### src/rtl/vga_sync_mux.sv
// vga_sync_mux: parametrised VGA timing generator and layer colour multiplexer.
//   An internal prescaler produces a one-clk pixel strobe (p_tick). The h/v
//   counters advance on each strobe and expose pixel_x/pixel_y to the layer
//   generators. The colour mux, hsync and vsync are registered together on the
//   strobe, so rgb and the syncs lag pixel_x/pixel_y by one pixel period.
// Ports:
//   clk, reset      system clock, synchronous active-high reset
//   bg_rgb          background colour where no layer is on
//   layer_on        per-layer pixel-active flags, layer 0 has highest priority
//   layer_rgb       per-layer colour, layer i at [i*RGB_W +: RGB_W]
//   blank_force     forces black output
//   p_tick          one-clk pixel strobe
//   pixel_x/y       current h/v counts
//   video_on        counters inside the visible area (combinational)
//   frame_start     one-clk pulse on the last pixel of the frame
//   hsync/vsync     registered syncs, active level SYNC_POL
//   rgb             registered pixel colour
module vga_sync_mux #(
  parameter int   CLK_DIV   = 4,
  parameter int   H_DISPLAY = 640,
  parameter int   H_FRONT   = 16,
  parameter int   H_SYNC    = 96,
  parameter int   H_BACK    = 48,
  parameter int   V_DISPLAY = 480,
  parameter int   V_FRONT   = 10,
  parameter int   V_SYNC    = 2,
  parameter int   V_BACK    = 33,
  parameter logic SYNC_POL  = 1'b0,
  parameter int   RGB_W     = 3,
  parameter int   N_LAYERS  = 9
) (
  input  logic                      clk,
  input  logic                      reset,
  input  logic [RGB_W-1:0]          bg_rgb,
  input  logic [N_LAYERS-1:0]       layer_on,
  input  logic [N_LAYERS*RGB_W-1:0] layer_rgb,
  input  logic                      blank_force,
  output logic                      p_tick,
  output logic [9:0]                pixel_x,
  output logic [9:0]                pixel_y,
  output logic                      video_on,
  output logic                      frame_start,
  output logic                      hsync,
  output logic                      vsync,
  output logic [RGB_W-1:0]          rgb
);

  localparam int H_TOTAL = H_DISPLAY + H_FRONT + H_SYNC + H_BACK;
  localparam int V_TOTAL = V_DISPLAY + V_FRONT + V_SYNC + V_BACK;
  localparam int DIV_W   = (CLK_DIV > 1) ? $clog2(CLK_DIV) : 1;

  localparam logic [DIV_W-1:0] DIV_LAST = DIV_W'(CLK_DIV - 1);
  localparam logic [9:0] H_LAST   = 10'(H_TOTAL - 1);
  localparam logic [9:0] V_LAST   = 10'(V_TOTAL - 1);
  localparam logic [9:0] H_VIS    = 10'(H_DISPLAY);
  localparam logic [9:0] V_VIS    = 10'(V_DISPLAY);
  localparam logic [9:0] HS_START = 10'(H_DISPLAY + H_FRONT);
  localparam logic [9:0] HS_END   = 10'(H_DISPLAY + H_FRONT + H_SYNC - 1);
  localparam logic [9:0] VS_START = 10'(V_DISPLAY + V_FRONT);
  localparam logic [9:0] VS_END   = 10'(V_DISPLAY + V_FRONT + V_SYNC - 1);

  logic [DIV_W-1:0] div_cnt;
  logic [DIV_W-1:0] div_nxt;
  logic [9:0]       h_cnt;
  logic [9:0]       v_cnt;
  logic             h_last;
  logic             v_last;
  logic             hs_raw;
  logic             vs_raw;
  logic [RGB_W-1:0] mux_rgb;

  assign div_nxt = (div_cnt == DIV_LAST) ? '0 : div_cnt + 1'b1;

  assign h_last      = (h_cnt == H_LAST);
  assign v_last      = (v_cnt == V_LAST);
  assign video_on    = (h_cnt < H_VIS) && (v_cnt < V_VIS);
  assign frame_start = p_tick && h_last && v_last;
  assign hs_raw      = (h_cnt >= HS_START) && (h_cnt <= HS_END);
  assign vs_raw      = (v_cnt >= VS_START) && (v_cnt <= VS_END);
  assign pixel_x     = h_cnt;
  assign pixel_y     = v_cnt;

  // Scan from the highest index down so the lowest active layer wins.
  always_comb begin
    mux_rgb = bg_rgb;
    for (int i = N_LAYERS - 1; i >= 0; i--) begin
      if (layer_on[i]) mux_rgb = layer_rgb[i*RGB_W +: RGB_W];
    end
    if (!video_on || blank_force) mux_rgb = '0;
  end

  // p_tick is registered from the next divider value so it is high exactly
  // while div_cnt == CLK_DIV-1; with CLK_DIV == 1 it stays high after reset.
  always_ff @(posedge clk) begin
    if (reset) begin
      div_cnt <= '0;
      p_tick  <= 1'b0;
      h_cnt   <= '0;
      v_cnt   <= '0;
      rgb     <= '0;
      hsync   <= ~SYNC_POL;
      vsync   <= ~SYNC_POL;
    end else begin
      div_cnt <= div_nxt;
      p_tick  <= (div_nxt == DIV_LAST);
      if (p_tick) begin
        h_cnt <= h_last ? '0 : h_cnt + 10'd1;
        if (h_last) v_cnt <= v_last ? '0 : v_cnt + 10'd1;
        rgb   <= mux_rgb;
        hsync <= hs_raw ? SYNC_POL : ~SYNC_POL;
        vsync <= vs_raw ? SYNC_POL : ~SYNC_POL;
      end
    end
  end

endmodule

### config.mk
export PLATFORM = sky130hd
export DESIGN_NAME = vga_sync_mux
export DESIGN_NICKNAME = d
export VERILOG_FILES = /design/src/rtl/vga_sync_mux.sv
export SDC_FILE = /design/constraint.sdc
export NUM_CORES = 1
export LEC_CHECK = 0
export ABC_AREA = 1
export BUFFER_PORTS_ARGS = -buffer_cell sky130_fd_sc_hd__buf_2
export CAP_MARGIN = 20
export CORE_UTILIZATION = 39
export DETAILED_ROUTE_END_ITERATION = 10
export GPL_ROUTABILITY_DRIVEN = 0
export PLACE_DENSITY = 0.77
export SETUP_SLACK_MARGIN = 0.05
export SLEW_MARGIN = 10
export SYNTH_ARGS = -nofsm -noshare
export SYNTH_HDL_FRONTEND = slang
export SYNTH_SLANG_ARGS = --single-unit
### constraint.sdc
create_clock -name clk -period 1.7 [get_ports clk]
set_input_delay 0.51 -clock clk [delete_from_list [all_inputs] [get_ports clk]]
set_output_delay 0.51 -clock clk [all_outputs]
set_load 0.05 [all_outputs]
=== Word-level counts from Yosys, hierarchy flattened ===
Index checks and enable logic that the tools add are counted.

* Register bits after elaboration: 28
* Latch bits: 0
* Bits in writable memories: 0
* Memory bits (read-only): 0
* Input bits: 42
* Output and inout port bits: 28
* Memories kept: 0

* $add $sub $neg: 3
* $mul: 0
* Div/mod/pow operators: 0
* Magnitude comparators: 6
* Eq/ne operators: 4
* Shift-type cells: 0
* Mux-type cells: 15
* Bitwise logic cells: 0
* Reduce and logical (&&, ||, !) cells: 8

{| class="wikitable"
|+ Operators by type and width
! kind !! count
|-
| $mux W3 || 10
|-
| $add A10 B1 Y10 const B || 2
|-
| $eq A10 B10 Y1 const B || 2
|-
| $mux W10 || 2
|-
| $ge A10 B10 Y1 const B || 1
|-
| $ge A10 B9 Y1 const B || 1
|-
| $le A10 B10 Y1 const B || 1
|-
| $le A10 B9 Y1 const B || 1
|-
| $lt A10 B10 Y1 const B || 1
|-
| $lt A10 B9 Y1 const B || 1
|-
| $logic_and A1 B1 Y1 || 5
|-
| $eq A2 B2 Y1 const B || 2
|-
| $add A2 B1 Y2 const B || 1
|-
| $mux W1 || 2
|-
| $mux W2 || 1
|-
| $reduce_and A2 Y1 || 1
|-
| $logic_not A1 Y1 || 1
|-
| $logic_or A1 B1 Y1 || 1
|}

=== Logic depth before layout (Yosys ltp) ===
* Depth in word-level cells: 10
* Gate-level depth with buffers: 12
* Mapped depth without buffers: 12

=== Worst setup path after synthesis ===
Ideal clock, no wire load.

* Kind: reg-to-output
* From: register h_cnt[0], in the netlist pixel_x[0]
* To: output port frame_start
* Data arrival time: 2.539 ns
* Path slack: -1.349 ns
* Stages on the path, launching flop included: 5
* Cells stage by stage: dfxtp_1 -> ha_1 -> nand4_1 -> or4_1 -> nor3_1

* Word-level cells in the longest chain between the ends: 3

{| class="wikitable"
|+ Ends and longest elaborated chain
! what !! RTL line !! text
|-
| start: declaration || 64 || <nowiki>logic [9:0] h_cnt;</nowiki>
|-
| start signal: assignment || 107 || <nowiki>h_cnt <= h_last ? '0 : h_cnt + 10'd1;</nowiki>
|-
| $eq A10 B10 Y1 || 74 || <nowiki>assign h_last = (h_cnt == H_LAST);</nowiki>
|-
| $logic_and A1 B1 Y1 (2 in a row) || 77 || <nowiki>assign frame_start = p_tick && h_last && v_last;</nowiki>
|-
| end: declaration || 42 || <nowiki>output logic frame_start,</nowiki>
|}

Every way passes these cells.

=== Worst setup path in the final report ===
* From: register h_cnt[5], in the netlist pixel_x[5]
* To: output port frame_start

The elaborated chain is that of the path after synthesis.

==> flow_summary_export.csv <==
group,metric,value,unit
global_routing,antenna_found_initial,0,
global_routing,grt_pass1_vias,1822,
drt,wl_met3,170,µm
global_routing,gr-usage-all-layers,0.205,
pwr,power_density,497,nW/µm²
layout,fillers,392,
clock_tree,cts-buffers-inserted,3,
die,rows,23,
yosys,synthesis.nets,308,
timing,max_freq,0.464,GHz
drt,routed_via_density,4.75,
drt,wl_met2,2170,µm
clock_tree,cts_tree,"done",
drt,drt-met1-wl,1980,µm
die,dieArea,4620,µm²
layout,fin_util,0.617,
yosys,synth_cells,260,
yosys,synth_top_area_cell,"dfxtp_1",
timing,slew_violations,0,
drt,post_drt_wl_per_cell,10.7,µm
placed_design,dp.cells,401,
timing,clock_skew,0.00501,ns
outcome,status,"finished with violations",
global_routing,grt_pass1_wl,7330,µm
timing,hold_violations,0,
drt,drt_iter0_drc,85,
timing,fin_setup_tns,-0.573,ns
clock_tree,cts.sinks,28,
placed_design,io_buffer_count,69,
layout,nets,408,
layout,stdcell_area,2520,µm²
setup_path,critPathMaxFanout,3,
setup_path,end_kind,"output port",
clock_tree,clkTransAtPathRegs,0.10,ns
yosys,synthTopCellsByArea,"dfxtp_1, nand2_1, inv_1",
drt,totalWireLength,4380,µm
yosys,synth.yosys.seq_area_share,0.330,
layout,fin_cells,409,
yosys,ys_warn_count,0,
timing,slew_headroom,0.708,
drt,antenna_left,0,
job,max-cap-violations,0,
timing,rsz0062_at_grt,"true",
die,die_x,68.0,µm
yosys,yosysTopAreaCellShare,0.330,
global_routing,grt_max_degree,16,
setup_path,crit_arrival,1.65,ns
yosys,yosysUniqueCellTypes,30,
yosys,syn_area_per_cell,6.53,µm²
drt,num_vias,1942,
layout,syn2layout_area_growth,48.6,%
setup_path,crit_path_start_kind,"flip-flop",
pwr,power_leakage,1.24,nW
layout,antennaDiodeCount,0,
layout,drive_gt1_frac,0.440,
setup_path,crit_required,1.19,ns
global_routing,grt-ovfl-total,0,
timing,fin_crit,2.16,ns
die,start_util,0.415,
pwr,ir_worst_vdd,0.552,mV
placed_design,place_area,2380,µm²
drt,first_pass_iters,4,
yosys,ys_seq_elements,28,
yosys,syn-cell-area,1700,µm²
timing,min_period_over_period,1.27,
setup_path,path_class,"flip-flop to output port",
clock_tree,cts.path.max_buffers,2,
timing,tightestPinTransition,0.432,ns
placed_design,place.detailed.hpwl,3460,µm
die,ios,70,
die,core,4090,µm²
clock_tree,clk_latency,0.28,ns
clock_tree,cts.htree.levels,1,
drt,topRoutingLayerUsed,"met4",
clock_tree,root_buffer,"clkbuf_8",
die,die_y,68.0,µm
drt,drc,0,
worst_hold_path,worstHoldPathType,"flip-flop to flip-flop",
outcome,failed_checks,"setup timing",
timing,finalSetupViolCount,2,
timing,hold-worst-slack,0.465,ns
timing,worst_slack,-0.455,ns
[kinds of logic after synthesis]
logic type      Yosys count  synth area share
simple gates            134             0.366
fa+ha+maj                 6            0.0442
compound gates           42             0.134
flops                    28             0.330
buf+inv                  46             0.105
xor+xnor                  4            0.0206
[cells in the final DEF, fill, tap and decap left out, drive strengths merged]
cell,Yosys,routed
a211oi,2,2
a21oi,31,31
buf,2,98
clkbuf,1,3
clkinv,0,1
dfxtp,28,28
ha,6,6
inv,43,43
nand2,60,60
nand3,17,17
nand4,6,6
nor2,33,33
nor3,11,11
nor3b,2,2
nor4b,1,1
o211ai,2,2
o21a,2,2
o21ai,4,4
o31ai,1,1
or2,3,3
or4,1,1
xnor2,2,2
xor2,2,2
[cell type report]
cell class	count	area, µm²	share of cell area
Clock inverter	1	3.75	0.00149
Timing Repair Buffer	98	576	0.228
Sequential cell	28	613	0.243
Inverter	43	161	0.0640
Tap cell	50	62.6	0.0248
Multi-Input combinational cell	186	1060	0.422
Clock buffer	3	41.3	0.0164
[worst max-delay path, cell delays in order (launching register included)]
cell	delay, ns
dfxtp_4	0.36
nor2_4	0.11
inv_1	0.06
or4_4	0.52
nor3_4	0.14
buf_6	0.18
[flip-flops by register name (all words and copies together) (netlist names)]
register / count
pixel_y: 10
p_tick: 1
hsync: 1
div_cnt: 2
pixel_x: 10
rgb: 3
vsync: 1
[synth_stat cells, drive strengths merged]
cell     n
nand3   17
nand2   60
or4      1
xor2     2
a21oi   31
nor4b    1
xnor2    2
nand4    6
inv     43
o31ai    1
clkbuf   1
o21a     2
nor2    33
dfxtp   28
o211ai   2
a211oi   2
ha       6
nor3b    2
o21ai    4
nor3    11
buf      2
or2      3
[final timing paths]
check / depth (start not counted) / slack [ns] / endpoint / from
min: 1 / 0.47 / div_cnt[0] / div_cnt[0]
min reg2reg: 1 / 0.47 / div_cnt[0] / div_cnt[0]
max: 5 / -0.46 / frame_start / pixel_x[5]
max reg2reg: 10 / 0.06 / pixel_y[6] / pixel_x[1]
[routing by layer]
metal / vias to the layer above / global-route usage
li1: 1039 / -
met2: 37 / 0.379
met1: 860 / 0.240
met4: 0 / 0.0391
met3: 6 / 0.0433
met5: - / 0
[report_power, final]
group          switching [W]  internal (W)
Sequential         0.0000105      0.000657
Combinational       0.000129     0.0000877
Clock               0.000207      0.000162
Total               0.000347      0.000907
[metrics by stage]
| step | setup WS [ns] | power (W) |
|---|---|---|
| global route | -0.552 | 0.00133 |
| CTS | -0.470 | 0.00127 |
| floorplan | -0.440 | 0.000810 |
| detailed placement | -0.315 | 0.000899 |
| finish | -0.455 | 0.00125 |
| global placement | -0.281 | 0.000895 |
[what timing repair did]
item	CTS	global route
resized for setup	12	8
setup buffers	2	3
endpoints found under the setup margin	3	10
hold buffers	0	0
pin swaps	3	2
endpoints found under the hold margin	0	0
Note: power is estimated with default switching activity, not from simulation.
